<file path="config.mk">
export PLATFORM = sky130hd
export DESIGN_NAME = hazard_scoreboard
export DESIGN_NICKNAME = d
export VERILOG_FILES = /design/src/rtl/hazard_scoreboard.sv
export SDC_FILE = /design/constraint.sdc
export NUM_CORES = 1
export LEC_CHECK = 0
export BUFFER_PORTS_ARGS = -buffer_cell sky130_fd_sc_hd__buf_2
export CAP_MARGIN = 20
export CORE_MARGIN = 3
export CORE_UTILIZATION = 55
export CTS_BUF_LIST = sky130_fd_sc_hd__clkbuf_8
export CTS_CLUSTER_DIAMETER = 120
export DETAILED_ROUTE_END_ITERATION = 8
export PLACE_DENSITY_LB_ADDON = 0.12
export SYNTH_ARGS = -nofsm -noshare
export SYNTH_HDL_FRONTEND = slang
export SYNTH_SLANG_ARGS = --single-unit
</file>
<file path="constraint.sdc">
create_clock -name clk -period 3.8 [get_ports clk]
set_clock_uncertainty 0.05 [all_clocks]
set_input_delay 0.57 -clock clk [delete_from_list [all_inputs] [get_ports clk]]
set_output_delay 0.57 -clock clk [all_outputs]
set_load 0.02 [all_outputs]
</file>
<file path="src/rtl/hazard_scoreboard.sv">
// hazard_scoreboard: depth-parametrised hazard unit.
// Tracks in-flight writers from Execute on; drives stalls, flushes and forwards.
module hazard_scoreboard #(
  parameter int REG_AW  = 5,
  parameter int DEPTH   = 3,
  parameter int MDU_LAT = 4,
  parameter int FW      = (DEPTH > 2) ? $clog2(DEPTH) : 1
) (
  input  logic              clk,
  input  logic              rst,
  input  logic [REG_AW-1:0] d_rs,
  input  logic [REG_AW-1:0] d_rt,
  input  logic              d_uses_rs,
  input  logic              d_uses_rt,
  input  logic [REG_AW-1:0] d_dst,
  input  logic              d_regwrite,
  input  logic              d_load,
  input  logic              d_branch,
  input  logic              d_pcsrc,
  input  logic              d_mdu_start,
  input  logic              d_mdu_read,
  output logic              stall_f,
  output logic              stall_d,
  output logic              clr_d,
  output logic              flush_e,
  output logic              fwd_a_d,
  output logic              fwd_b_d,
  output logic [FW-1:0]     fwd_a_e,
  output logic [FW-1:0]     fwd_b_e,
  output logic              mdu_busy
);

  localparam int CW = $clog2(MDU_LAT + 1);

  typedef struct packed {
    logic              valid;
    logic              regwrite;
    logic              load;
    logic              mdu;
    logic [REG_AW-1:0] dst;
    logic [REG_AW-1:0] rs;
    logic [REG_AW-1:0] rt;
  } slot_t;

  slot_t          sb [DEPTH];
  logic [DEPTH-1:0] wr;
  logic [CW-1:0]  cnt;
  logic           haz_rs;
  logic           haz_rt;
  logic           haz_mdu;
  logic           stall;
  logic           unused_bits;

  // Load-use, branch-ALU and branch-load hazard for one Decode source.
  function automatic logic src_haz(
    input logic              use_s,
    input logic [REG_AW-1:0] s,
    input slot_t             e0,
    input slot_t             e1,
    input logic              w0,
    input logic              w1,
    input logic              br
  );
    return use_s && (s != '0) &&
      ((w0 && (e0.dst == s) && (e0.load || br)) ||
       (br && w1 && e1.load && (e1.dst == s)));
  endfunction

  // Writer flag per slot: valid, writes a register, and not r0.
  always_comb begin
    wr = '0;
    for (int k = 0; k < DEPTH; k++)
      wr[k] = sb[k].valid & sb[k].regwrite & (sb[k].dst != '0);
  end

  // Stall detection and stall/clear outputs, silenced during reset.
  always_comb begin
    haz_rs  = src_haz(d_uses_rs, d_rs, sb[0], sb[1], wr[0], wr[1], d_branch);
    haz_rt  = src_haz(d_uses_rt, d_rt, sb[0], sb[1], wr[0], wr[1], d_branch);
    haz_mdu = (d_mdu_start | d_mdu_read) & mdu_busy;
    stall   = haz_rs | haz_rt | haz_mdu;
    stall_f = stall & ~rst;
    stall_d = stall & ~rst;
    flush_e = stall & ~rst;
    clr_d   = d_pcsrc & ~stall & ~rst;
  end

  // Decode-comparator forwarding from an ALU result sitting in M.
  always_comb begin
    fwd_a_d = (d_rs != '0) & wr[1] & ~sb[1].load & (sb[1].dst == d_rs);
    fwd_b_d = (d_rt != '0) & wr[1] & ~sb[1].load & (sb[1].dst == d_rt);
  end

  // Execute forwarding: youngest matching writer wins, so scan old to young.
  always_comb begin
    fwd_a_e = '0;
    fwd_b_e = '0;
    for (int k = DEPTH - 1; k >= 1; k--) begin
      if (wr[k] && (sb[0].rs != '0) && (sb[k].dst == sb[0].rs))
        fwd_a_e = FW'(k);
      if (wr[k] && (sb[0].rt != '0) && (sb[k].dst == sb[0].rt))
        fwd_b_e = FW'(k);
    end
  end

  // Fields kept for the datapath but not consumed by the hazard logic.
  always_comb begin
    unused_bits = 1'b0;
    for (int k = 0; k < DEPTH; k++)
      unused_bits = unused_bits ^ (^sb[k]);
  end

  assign mdu_busy = (cnt != '0);

  // Scoreboard shift: Decode enters slot 0, or a bubble while stalled.
  always_ff @(posedge clk or posedge rst) begin
    if (rst) begin
      for (int k = 0; k < DEPTH; k++)
        sb[k] <= '0;
    end else begin
      if (stall)
        sb[0] <= '0;
      else
        sb[0] <= '{valid:    1'b1,
                   regwrite: d_regwrite,
                   load:     d_load,
                   mdu:      d_mdu_start,
                   dst:      d_dst,
                   rs:       d_rs,
                   rt:       d_rt};
      for (int k = 1; k < DEPTH; k++)
        sb[k] <= sb[k-1];
    end
  end

  // MDU busy counter: reload on an accepted mult/div, else count down to 0.
  always_ff @(posedge clk or posedge rst) begin
    if (rst)
      cnt <= '0;
    else if (!stall && d_mdu_start)
      cnt <= CW'(MDU_LAT);
    else if (cnt != '0)
      cnt <= cnt - CW'(1);
  end

endmodule

</file>
* Word level (Yosys, flattened, before mapping) *
Cells that the tools add are included.

storage, ports and cells
  register bits = 36
  input port bits = 25
  output and inout port bits = 11
  word-level logic and storage cells = 86

cells by class
  add/sub/neg operators = 1
  equality and inequality tests = 8
  multiplexer cells = 7
  bitwise logic cells = 22
  reduce and logical (&&, ||, !) cells = 34

operators by type and width
  cell                                               number
  equality test 5 bit                                8
  nonzero test 5 bit                                 7
  logical AND 1 bit                                  21
  2-to-1 mux 19 bit                                  1
  bitwise AND 1 bit                                  16
  2-to-1 mux 2 bit                                   4
  2-to-1 mux 3 bit                                   2
  logical OR 1 bit                                   3
  NOT 1 bit                                          3
  bitwise OR 1 bit                                   3
  nonzero test 3 bit                                 1
  subtractor 3 x 1 -> 3 bit (second input constant)  1
  nonzero test 2 bit                                 1
  zero test 1 bit                                    1

* Longest topological paths before layout *
Gate-level depths: netlist of run 1.

  word-level depth = 12
  mapped depth = 8
  depth with buffers taken out = 7

* Least setup slack after synthesis of run 1 *
No wires, ideal clock.

  path kind = reg2out
  start = register sb[32] (netlist name)
  end = output port fwd_b_e[1]
  data arrival time = 2382 ps
  data required time = 3180 ps
  path slack = 798 ps
  stages on the path, launching flop included = 7
  buffers on the path = 1
  path through = dfrtp_1 clkbuf_1 or4_4 o211ai_1 or4_1 nor4_1 nor3_1

on the way
  word-level cells in the longest chain between the ends = 5
  elaborated cells on any way between the ends = 6
  classes of those cells = eq/ne: 1; mux: 1; bitwise: 1; reduce/logical: 3

RTL lines
  element                            line  source
  from (decl)                        45    slot_t sb [DEPTH];
  from (signal, indexed assignment)  132   sb[k] <= sb[k-1];
  nonzero test 5 bit                 73    wr[k] = sb[k].valid & sb[k].regwrite & (sb[k].dst != '0);
  bitwise AND 1 bit                  73
  logical AND 1 bit                  101   if (wr[k] && (sb[0].rt != '0) && (sb[k].dst == sb[0].rt))
  logical AND 1 bit (*)              101
  2-to-1 mux 2 bit (*)               101
  to (decl)                          29    output logic [FW-1:0] fwd_b_e,

Every way passes the cells marked *; elsewhere a longest branch is shown, timed or not.

* Worst setup path after layout of run 1 *
  start = register sb[49] (netlist name)
  end = output port clr_d

on the way
  word-level cells in the longest chain between the ends = 11
  elaborated cells on any way between the ends = 17
  classes of those cells = eq/ne: 2; bitwise: 6; reduce/logical: 9

RTL lines
  element                              line  source
  nonzero test 5 bit                   73
  bitwise AND 1 bit                    73
  logical AND 1 bit (2 in series)      65    ((w0 && (e0.dst == s) && (e0.load || br)) ||
  logical OR 1 bit                     65
  logical AND 1 bit                    64    return use_s && (s != '0) &&
  bitwise OR 1 bit (*) (2 in series)   81    stall = haz_rs | haz_rt | haz_mdu;
  NOT 1 bit (*)                        85    clr_d = d_pcsrc & ~stall & ~rst;
  bitwise AND 1 bit (*) (2 in series)  85
  to (decl)                            24    output logic clr_d,

Marks and branches as above.

==> results.cfg, run 1 <==
[synthesis]
yosysWarnings = 0
ys.flop_type = dfrtp_1
syn_inst = 169
synth_edf_count = 0
syn-num-nets = 196
async_reset_ff_share_pct = 100
ys_seq_elements = 36
synth_area_um2 = 1840
synth_cell_types = 30
synth-seq-area-share_pct = 49.0
postSynthAreaPerCell_um2 = 10.9

[hold_path]
worstHoldPathType = in2async

[clocking]
cts_sinks = 36
cts_tree = built
hold_buffers = 0
clock_path_buffers = 2
worstSkewPairLatency_ns = 0.28
ctsResizeCount = 0
h-tree-depth = 2
root_buffer = clkbuf_8
clk_pin_slew_ns = 0.06
numCtsBuffers = 5
postCtsSetupBuffers = 0

[sta]
rsz0062_at_grt = false
min_period_ns = 3.08
setup_viol = 0
finalSetupTns_ns = 0
finalCritPeriodShare_pct = 81.0
setup_ws_ns = 0.724
relSlewSlack_pct = 56.7
holdWs_ns = 0.335
hold_viol = 0
worstMarginPinSlew_ns = 0.644
fmax_ghz = 0.325
slew_viol_final = 0

[global_route]
grt_pass1_wl_mm = 6.73
grt_usage_pct = 21.5
grt_pass1_vias = 1478
grt_start_max_net_pins = 38
antenna_found_initial = 0
grt-ovfl-total = 0

[drt]
dr_total_vias = 1380
totalWireLength_mm = 3.79
drc = 0
drtAntennaViolNets = 0
firstDrtPassIters = 4
drt_iter0_markers = 40
vias_per_cell = 5.54
wl_per_cell_um = 15.2

[setup_path]
arrival_ns = 2.46
crit_chain = or4_1 -> o21ai_1 -> nor4_1 -> nor4_4 -> and2_2 -> and3_1 -> buf_2
crit_slowest_cell = or4_1
path_max_fanout = 4
crit_type = reg2out
required_ns = 3.18
endpoint_kind = output port
critPathMaxStageDelay_ns = 0.53
cp-start-kind = flip-flop

[place]
place_ws_ns = 0.805
dp_hpwl_mm = 2.95
io_buffers = 35
gp_congestion = 0.914
post_dp_cell_area_um2 = 2040

[power_and_ir_drop]
p_int_mw = 0.849
seqPwrFrac_pct = 46.4
ir_drop_mv = 0.401
p_sw_mw = 0.426
p_leak_nw = 1.06
combPwrFrac_pct = 31.5
powerDensity_nw_per_um2 = 597
p_clk_share_pct = 22.1
switching_share_pct = 33.4

[die]
die_h_um = 63.8
dieArea_um2 = 4070
fp-row-count = 20
die_w_um = 63.8
start_util_pct = 58.8
ios = 36
coreArea_um2 = 3130

[cells_and_area]
area_growth_pct = 16.1
final_common_cell = dfrtp_1
fin_area_um2 = 2130
multi_input_area_um2 = 868
mostFrequentLayoutCells = dfrtp_1, buf_2, xnor2_1, and3_1, xor2_1
area.sequential_um2 = 901
drive_above_1_share_pct = 24.4
fill_cells = 239
nets = 232
antennaDiodeCount = 0

[status]
outcome = complete, no violations

[flow_run]
maxCapViolCount = 0
## synth_stat cells, types with 2 or more instances
cell type | instances | area (um^2)
dfrtp_1 | 36 | 901
xnor2_1 | 28 | 245
and3_1 | 18 | 113
xor2_1 | 13 | 114
nor4_1 | 11 | 68.8
nand3_1 | 7 | 35.0
or4_1 | 7 | 52.6
nand2_1 | 6 | 22.5
nor2_1 | 5 | 18.8
clkbuf_1 | 4 | 15.0
inv_1 | 4 | 15.0
o21ai_1 | 4 | 20.0
buf_4 | 3 | 22.5
nor3_1 | 3 | 15.0
o211ai_1 | 3 | 22.5
ha_1 | 2 | 25.0
o21ai_0 | 2 | 10.0
## layout make-up
type | instances | area share (%)
tap | 44 | 2.58
timing repair buffer | 38 | 9.27
inverter | 4 | 0.704
sequential | 36 | 42.2
clock buffer | 7 | 4.52
multi-input combinational | 120 | 40.7
## power groups by stage
stage               clock [mW]  combinational, mW  sequential, mW
floorplan                    0              0.350           0.549
global placement             0              0.383           0.595
detailed placement           0              0.405           0.599
CTS                      0.289              0.407           0.592
global route             0.311              0.454           0.607
finish                   0.281              0.401           0.591
## worst max-delay path: cells and delay by family, from the launching register on
kind / cells / cell delay (ns)
buf+inv: 1 / 0.16
compound gates: 1 / 0.25
flops: 1 / 0.43
simple gates: 5 / 1.34
## cell families (layout without fill, tap and decap cells)
kind of cell,after synthesis,in the layout,synth area share (%)
adder cells (fa/ha/maj),2,2,1.36
AO/OA/AOI/OAI,13,13,4.70
buffers and inverters,13,49,3.74
multiplexers,1,1,0.545
AND/OR/NAND/NOR,63,63,21.1
XOR/XNOR,41,41,19.5
flip-flops,36,36,49.0
## sequential cells by signal (all words and copies together), names as in the netlist
register  cells
sb           33
cnt           3
## worst paths after layout
path	end	slack (ns)	depth (start not counted)	start
setup / recovery	clr_d	0.72	7	sb[49]$_DFF_PP0_
hold / removal	sb[56]$_DFF_PP0_	0.34	3	rst
setup reg to reg	cnt[1]$_DFFE_PP0P_	1.54	6	sb[49]$_DFF_PP0_
hold reg to reg	sb[35]$_DFF_PP0_	0.34	0	sb[54]$_DFF_PP0_
max in group asynchronous	sb[40]$_DFF_PP0_	3.05	3	rst
min in group clk	sb[35]$_DFF_PP0_	0.34	0	sb[54]$_DFF_PP0_
## per-layer routing
metal	vias up	track usage, %	wire [um]	part of all wire (%)
met5	-	0	0	0
met3	12	5.98	170	4.5
met4	0	9.70	99	2.6
li1	664	-	-	-
met2	38	38.3	2020	53
met1	666	23.4	1500	39
## metrics by stage
step           total power, mW  cells  utilization (%)
2_1_floorplan            0.899    169                -
3_3_place_gp             0.978    242             65.1
3_5_place_dp              1.00    242             65.1
4_1_cts                   1.29    249             68.2
5_1_grt                   1.37    249             68.2
6_report                  1.27    249             68.2
Note: power is estimated with default switching activity, not from simulation.
==> run 2: changes to the inputs <==
--- a/config.mk
+++ b/config.mk
@@ -5,10 +5,11 @@
 export SDC_FILE = /design/constraint.sdc
 export NUM_CORES = 1
 export LEC_CHECK = 0
+export ABC_AREA = 1
 export BUFFER_PORTS_ARGS = -buffer_cell sky130_fd_sc_hd__buf_2
 export CAP_MARGIN = 20
 export CORE_MARGIN = 3
-export CORE_UTILIZATION = 55
+export CORE_UTILIZATION = 52
 export CTS_BUF_LIST = sky130_fd_sc_hd__clkbuf_8
 export CTS_CLUSTER_DIAMETER = 120
 export DETAILED_ROUTE_END_ITERATION = 8
==> constraint.sdc (replaced) <==
create_clock -name clk -period 2.7 [get_ports clk]
set_clock_uncertainty 0.05 [all_clocks]
set_input_delay 0.405 -clock clk [delete_from_list [all_inputs] [get_ports clk]]
set_output_delay 0.405 -clock clk [all_outputs]
set_load 0.02 [all_outputs]
==> results.cfg, run 2 <==
[power_and_ir_drop]
p_clk_share_pct = 24.4
seqPwrFrac_pct = 43.9
p_leak_nw = 1.25
combPwrFrac_pct = 31.7
p_sw_mw = 0.634
p_int_mw = 1.19
ir_drop_mv = 0.516
switching_share_pct = 34.7
powerDensity_nw_per_um2 = 798

[setup_path]
path_max_fanout = 13
crit_end = clr_d
crit_start = sb[33]$_DFF_PP0_
worst-r2r-setup-slack_ns = 0.79
endpoint_kind = output port
cp-start-kind = flip-flop
required_ns = 2.25
arrival_ns = 2.05
r2r_end = sb[52]$_DFF_PP0_
r2r-start = sb[33]$_DFF_PP0_
r2r.worst_path.cells = 10
crit_type = reg2out

[cells_and_area]
area_growth_pct = 15.2
top_register = sb
area.sequential_um2 = 901
largest_reg_flops = 33
final_common_cell = nand2_1
drive_above_1_share_pct = 24.8
fill_cells = 295
top_regs = sb x33, cnt x3
mostFrequentLayoutCells = nand2_1, inv_1, dfrtp_1, buf_2, nor2_1
antennaDiodeCount = 0
multi_input_area_um2 = 891
nets = 308

[sta]
relSlewSlack_pct = 70.8
hold_viol = 0
finalSetupTns_ns = 0
rsz0062_at_grt = false
finalCritPeriodShare_pct = 92.6
slew_viol_final = 0
min_period_ns = 2.50
fmax_ghz = 0.400
setup_viol = 0
setup_ws_ns = 0.199
worstMarginPinSlew_ns = 0.438

[synthesis]
ys.flop_type = dfrtp_1
synth_area_um2 = 1990
synth.most_common_cell = nand2_1
yosys-top-cells-area = dfrtp_1, nand2_1, inv_1
syn-num-nets = 270
postSynthAreaPerCell_um2 = 8.18
synth-seq-area-share_pct = 45.3
ys_seq_elements = 36
synth_edf_count = 0
syn_inst = 243
synth_cell_types = 25
netlist.area_leader.share_pct = 45.3
synth_top_area_cell = dfrtp_1
async_reset_ff_share_pct = 100
yosysWarnings = 0
synth_common_cells = nand2_1, dfrtp_1, inv_1, nor2_1, xnor2_1

[global_route]
antenna_found_initial = 0
grt_pass1_vias = 1515
grt_usage_pct = 19.8
grt_start_max_net_pins = 37
grt-ovfl-total = 0
grt_pass1_wl_mm = 6.63

[drt]
firstDrtPassIters = 4
drc = 0
dr_total_vias = 1604
totalWireLength_mm = 4.03
drt_iter0_markers = 74
drtAntennaViolNets = 0
vias_per_cell = 4.89
wl_per_cell_um = 12.3

[die]
coreArea_um2 = 3490
ios = 36
dieArea_um2 = 4600
start_util_pct = 56.9
die_h_um = 67.8
fp-row-count = 21
die_w_um = 67.8

[place]
dp_hpwl_mm = 3.15
place_ws_ns = 0.492
io_buffers = 35
gp_congestion = 0.902

[clocking]
hold_buffers = 0
h-tree-depth = 2
cts_tree = built
ctsResizeCount = 0
clock_path_buffers = 2
postCtsSetupBuffers = 0
clk_pin_slew_ns = 0.07
root_buffer = clkbuf_8
numCtsBuffers = 5
cts_sinks = 36
worstSkewPairLatency_ns = 0.28

[flow_run]
maxCapViolCount = 0

[status]
outcome = complete, no violations

[hold_path]
worstHoldPathType = in2async
==> run 2: changes by cell type in the layout (fill, tap and decap cells not counted), moves of 5 or more <==
cell     previous run  this run
xnor2_1            28        14
nor2_1              5        18
or4_1               7         0
nor2_2              0        13
nand3_1             7        13
nand2_1             6        57
or2_2               0         5
nand4_1             0         5
and3_1             18         0
inv_1               4        36
nor4_1             11         1
nor3_1              3        11
==> run 2: per-stage QoR <==
step	utilization, %	instances	power (mW)	hold WS, ns	area, um^2
floorplan	-	243	1.27	0.296	1990
global placement	62.4	320	1.38	0.310	2180
detailed placement	62.4	320	1.39	0.308	2180
CTS	65.5	328	1.84	0.278	2290
global route	65.5	328	1.96	0.282	2290
finish	65.5	328	1.83	0.273	2290
==> run 2: worst max-delay path: stages, from the launching register on <==
cell,delay (ns)
dfrtp_1,0.46
inv_1,0.13
nand3_2,0.10
o21bai_4,0.20
nor2_2,0.06
nand2_1,0.07
nand2_1,0.05
nand2_1,0.09
nand3_2,0.25
nor2_1,0.16
buf_2,0.18
==> run 2: cell type report <==
cell class                 instances  share of cell area, %
sequential                        36                   39.3
multi-input combinational        163                   38.9
timing repair buffer              37                   8.31
inverter                          38                   6.23
clock buffer                       5                   3.01
tap                               46                   2.51
clock inverter                     3                   1.69
==> run 2: how the worst min path moves through the flow <==
stage                          start                 end  cells past startpoint
floorplan           sb[54]$_DFF_PP0_    sb[35]$_DFF_PP0_                      0
finish                           rst  cnt[1]$_DFFE_PP0P_                      3
detailed placement  sb[36]$_DFF_PP0_    sb[17]$_DFF_PP0_                      0
CTS                         d_dst[1]    sb[49]$_DFF_PP0_                      3
global placement    sb[54]$_DFF_PP0_    sb[35]$_DFF_PP0_                      0
global route                d_dst[3]    sb[51]$_DFF_PP0_                      3
==> run 2: kinds of logic (layout without fill, tap and decap cells) <==
kind of cell,Yosys count,in the layout,synth area share (%)
buf+inv,44,83,9.88
flops,36,36,45.3
xor+xnor,23,23,10.1
fa+ha+maj,2,2,1.26
simple gates,129,129,30.1
compound gates,9,9,3.27
==> run 2: power by group through the flow <==
stage                     clock network (mW)  registers [mW]  logic, mW
after detailed placement                   0           0.812      0.581
final                                  0.446           0.802      0.579
after floorplan                            0           0.768      0.502
after CTS                              0.452           0.802      0.584
after global routing                   0.481           0.821      0.662
after global placement                     0           0.809      0.571
==> run 2: per-layer routing <==
layer	track usage, %	wire, um	vias up
li1	-	-	819
met1	25.4	1720	725
met2	33.3	2020	51
met3	3.12	202	9
met4	8.19	85	0
met5	0	0	-
==> run 3: changes to the inputs <==
--- a/config.mk
+++ b/config.mk
@@ -13,7 +13,7 @@
 export CTS_BUF_LIST = sky130_fd_sc_hd__clkbuf_8
 export CTS_CLUSTER_DIAMETER = 120
 export DETAILED_ROUTE_END_ITERATION = 8
-export PLACE_DENSITY_LB_ADDON = 0.12
+export PLACE_DENSITY = 0.85
 export SYNTH_ARGS = -nofsm -noshare
 export SYNTH_HDL_FRONTEND = slang
 export SYNTH_SLANG_ARGS = --single-unit
==> results.cfg, run 3 (synthesized netlist as in run 2, its figures left out) <==
[drt]
dr_total_vias = 1607
totalWireLength_mm = 3.92
firstDrtPassIters = 4
wl_per_cell_um = 12.0
drt_iter0_markers = 74
drtAntennaViolNets = 0
drc = 0
vias_per_cell = 4.91

[die]
die_w_um = 67.8
ios = 36
fp-row-count = 21
die_h_um = 67.8
coreArea_um2 = 3490
dieArea_um2 = 4600
start_util_pct = 56.9

[clocking]
h-tree-depth = 2
worstSkewPairLatency_ns = 0.28
hold_buffers = 0
ctsResizeCount = 0
numCtsBuffers = 5
cts_tree = built
clock_path_buffers = 2
root_buffer = clkbuf_8
cts_sinks = 36
postCtsSetupBuffers = 0
clk_pin_slew_ns = 0.06

[cells_and_area]
mostFrequentLayoutCells = nand2_1, inv_1, dfrtp_1, buf_2, nor2_1
final_common_cell = nand2_1
fin_util_pct = 64.7
area_growth_pct = 13.7
top_register = sb
top_regs = sb x33, cnt x3
antennaDiodeCount = 0
nets = 308
drive_above_1_share_pct = 24.6
largest_reg_flops = 33

[sta]
setup_viol = 0
finalSetupTns_ns = 0
relSlewSlack_pct = 71.8
worstMarginPinSlew_ns = 0.424
setup_ws_ns = 0.379
hold_viol = 0
rsz0062_at_grt = false
finalCritPeriodShare_pct = 86.0
slew_viol_final = 0
min_period_ns = 2.32
fmax_ghz = 0.431

[setup_path]
endpoint_kind = output port
arrival_ns = 1.87
path_max_fanout = 6
crit_type = reg2out
cpLargestDelayFamily = simple AND/OR/NAND/NOR gates
crit_chain = inv_1 -> nand3_2 -> o21bai_4 -> nor2_2 -> nand2_1 -> nand2_1 -> nand2_2 -> nand3_2 -> nor2_1 -> buf_2
required_ns = 2.25
critPathMaxStageDelay_ns = 0.47
crit_slowest_cell = dfrtp_1
cp-start-kind = flip-flop
path_buf_inv = 2

[flow_run]
maxCapViolCount = 0

[global_route]
antenna_found_initial = 0
grt-ovfl-total = 0
grt_usage_pct = 19.6
grt_pass1_vias = 1550
grt_start_max_net_pins = 37
grt_pass1_wl_mm = 6.49

[power_and_ir_drop]
powerDensity_nw_per_um2 = 758
ir_drop_mv = 0.531
p_leak_nw = 1.23

[place]
place_ws_ns = 0.683
dp_hpwl_mm = 3.17
gp_congestion = 0.905
io_buffers = 35

[status]
outcome = complete, no violations

[hold_path]
worstHoldPathType = in2reg
## run 3: changes by cell type in the layout (fill, tap and decap cells not counted)
cell	previous run	this run
bufinv_16	1	0
## run 3: per-layer routing
| layer | vias to the layer above | wire length (um) | global-route usage [%] |
|---|---|---|---|
| li1 | 817 | - | - |
| met4 | 0 | 110 | 8.44 |
| met3 | 11 | 233 | 6.57 |
| met2 | 42 | 2040 | 34.8 |
| met1 | 737 | 1540 | 21.2 |
| met5 | - | 0 | 0 |
## run 3: per-stage QoR
| step | power, mW | cells | hold slack (ns) | area, um^2 |
|---|---|---|---|---|
| floorplan | 1.27 | 243 | 0.296 | 1990 |
| global placement | 1.37 | 320 | 0.304 | 2180 |
| detailed placement | 1.39 | 320 | 0.307 | 2180 |
| CTS | 1.73 | 327 | 0.282 | 2260 |
| global route | 1.84 | 327 | 0.284 | 2260 |
| finish | 1.71 | 327 | 0.285 | 2260 |
## run 3: where the power goes
part | total [mW] | internal, mW | leakage (nW) | switching [mW]
logic | 0.571 | 0.254 | 0.718 | 0.317
clock network | 0.337 | 0.171 | 0.0452 | 0.166
registers | 0.805 | 0.669 | 0.469 | 0.136
## run 3: worst paths after layout
| kind | startpoint | depth (start not counted) | to | slack [ns] |
|---|---|---|---|---|
| setup / recovery | sb[33]$_DFF_PP0_ | 10 | clr_d | 0.38 |
| hold / removal | d_dst[3] | 3 | sb[51]$_DFF_PP0_ | 0.28 |
| setup reg to reg | sb[33]$_DFF_PP0_ | 10 | sb[44]$_DFF_PP0_ | 0.92 |
| hold reg to reg | sb[54]$_DFF_PP0_ | 0 | sb[35]$_DFF_PP0_ | 0.32 |
| max in group asynchronous | rst | 3 | sb[29]$_DFF_PP0_ | 1.98 |
| min in group asynchronous | rst | 3 | sb[51]$_DFF_PP0_ | 0.32 |
## run 3: cell type report
class | count | area, um^2
clock buffers | 5 | 68.8
clock inverters | 2 | 8.76
fillers | 317 | 1230
inverters | 38 | 143
multi-input cells | 163 | 891
flip-flops and latches | 36 | 901
well taps | 46 | 57.6
repair buffers | 37 | 190
## run 3: tightest hold or removal path, delay by kind of cell
kind | cells | cell delay (ns)
buffers and inverters | 2 | 0.14
AND/OR/NAND/NOR | 1 | 0.03
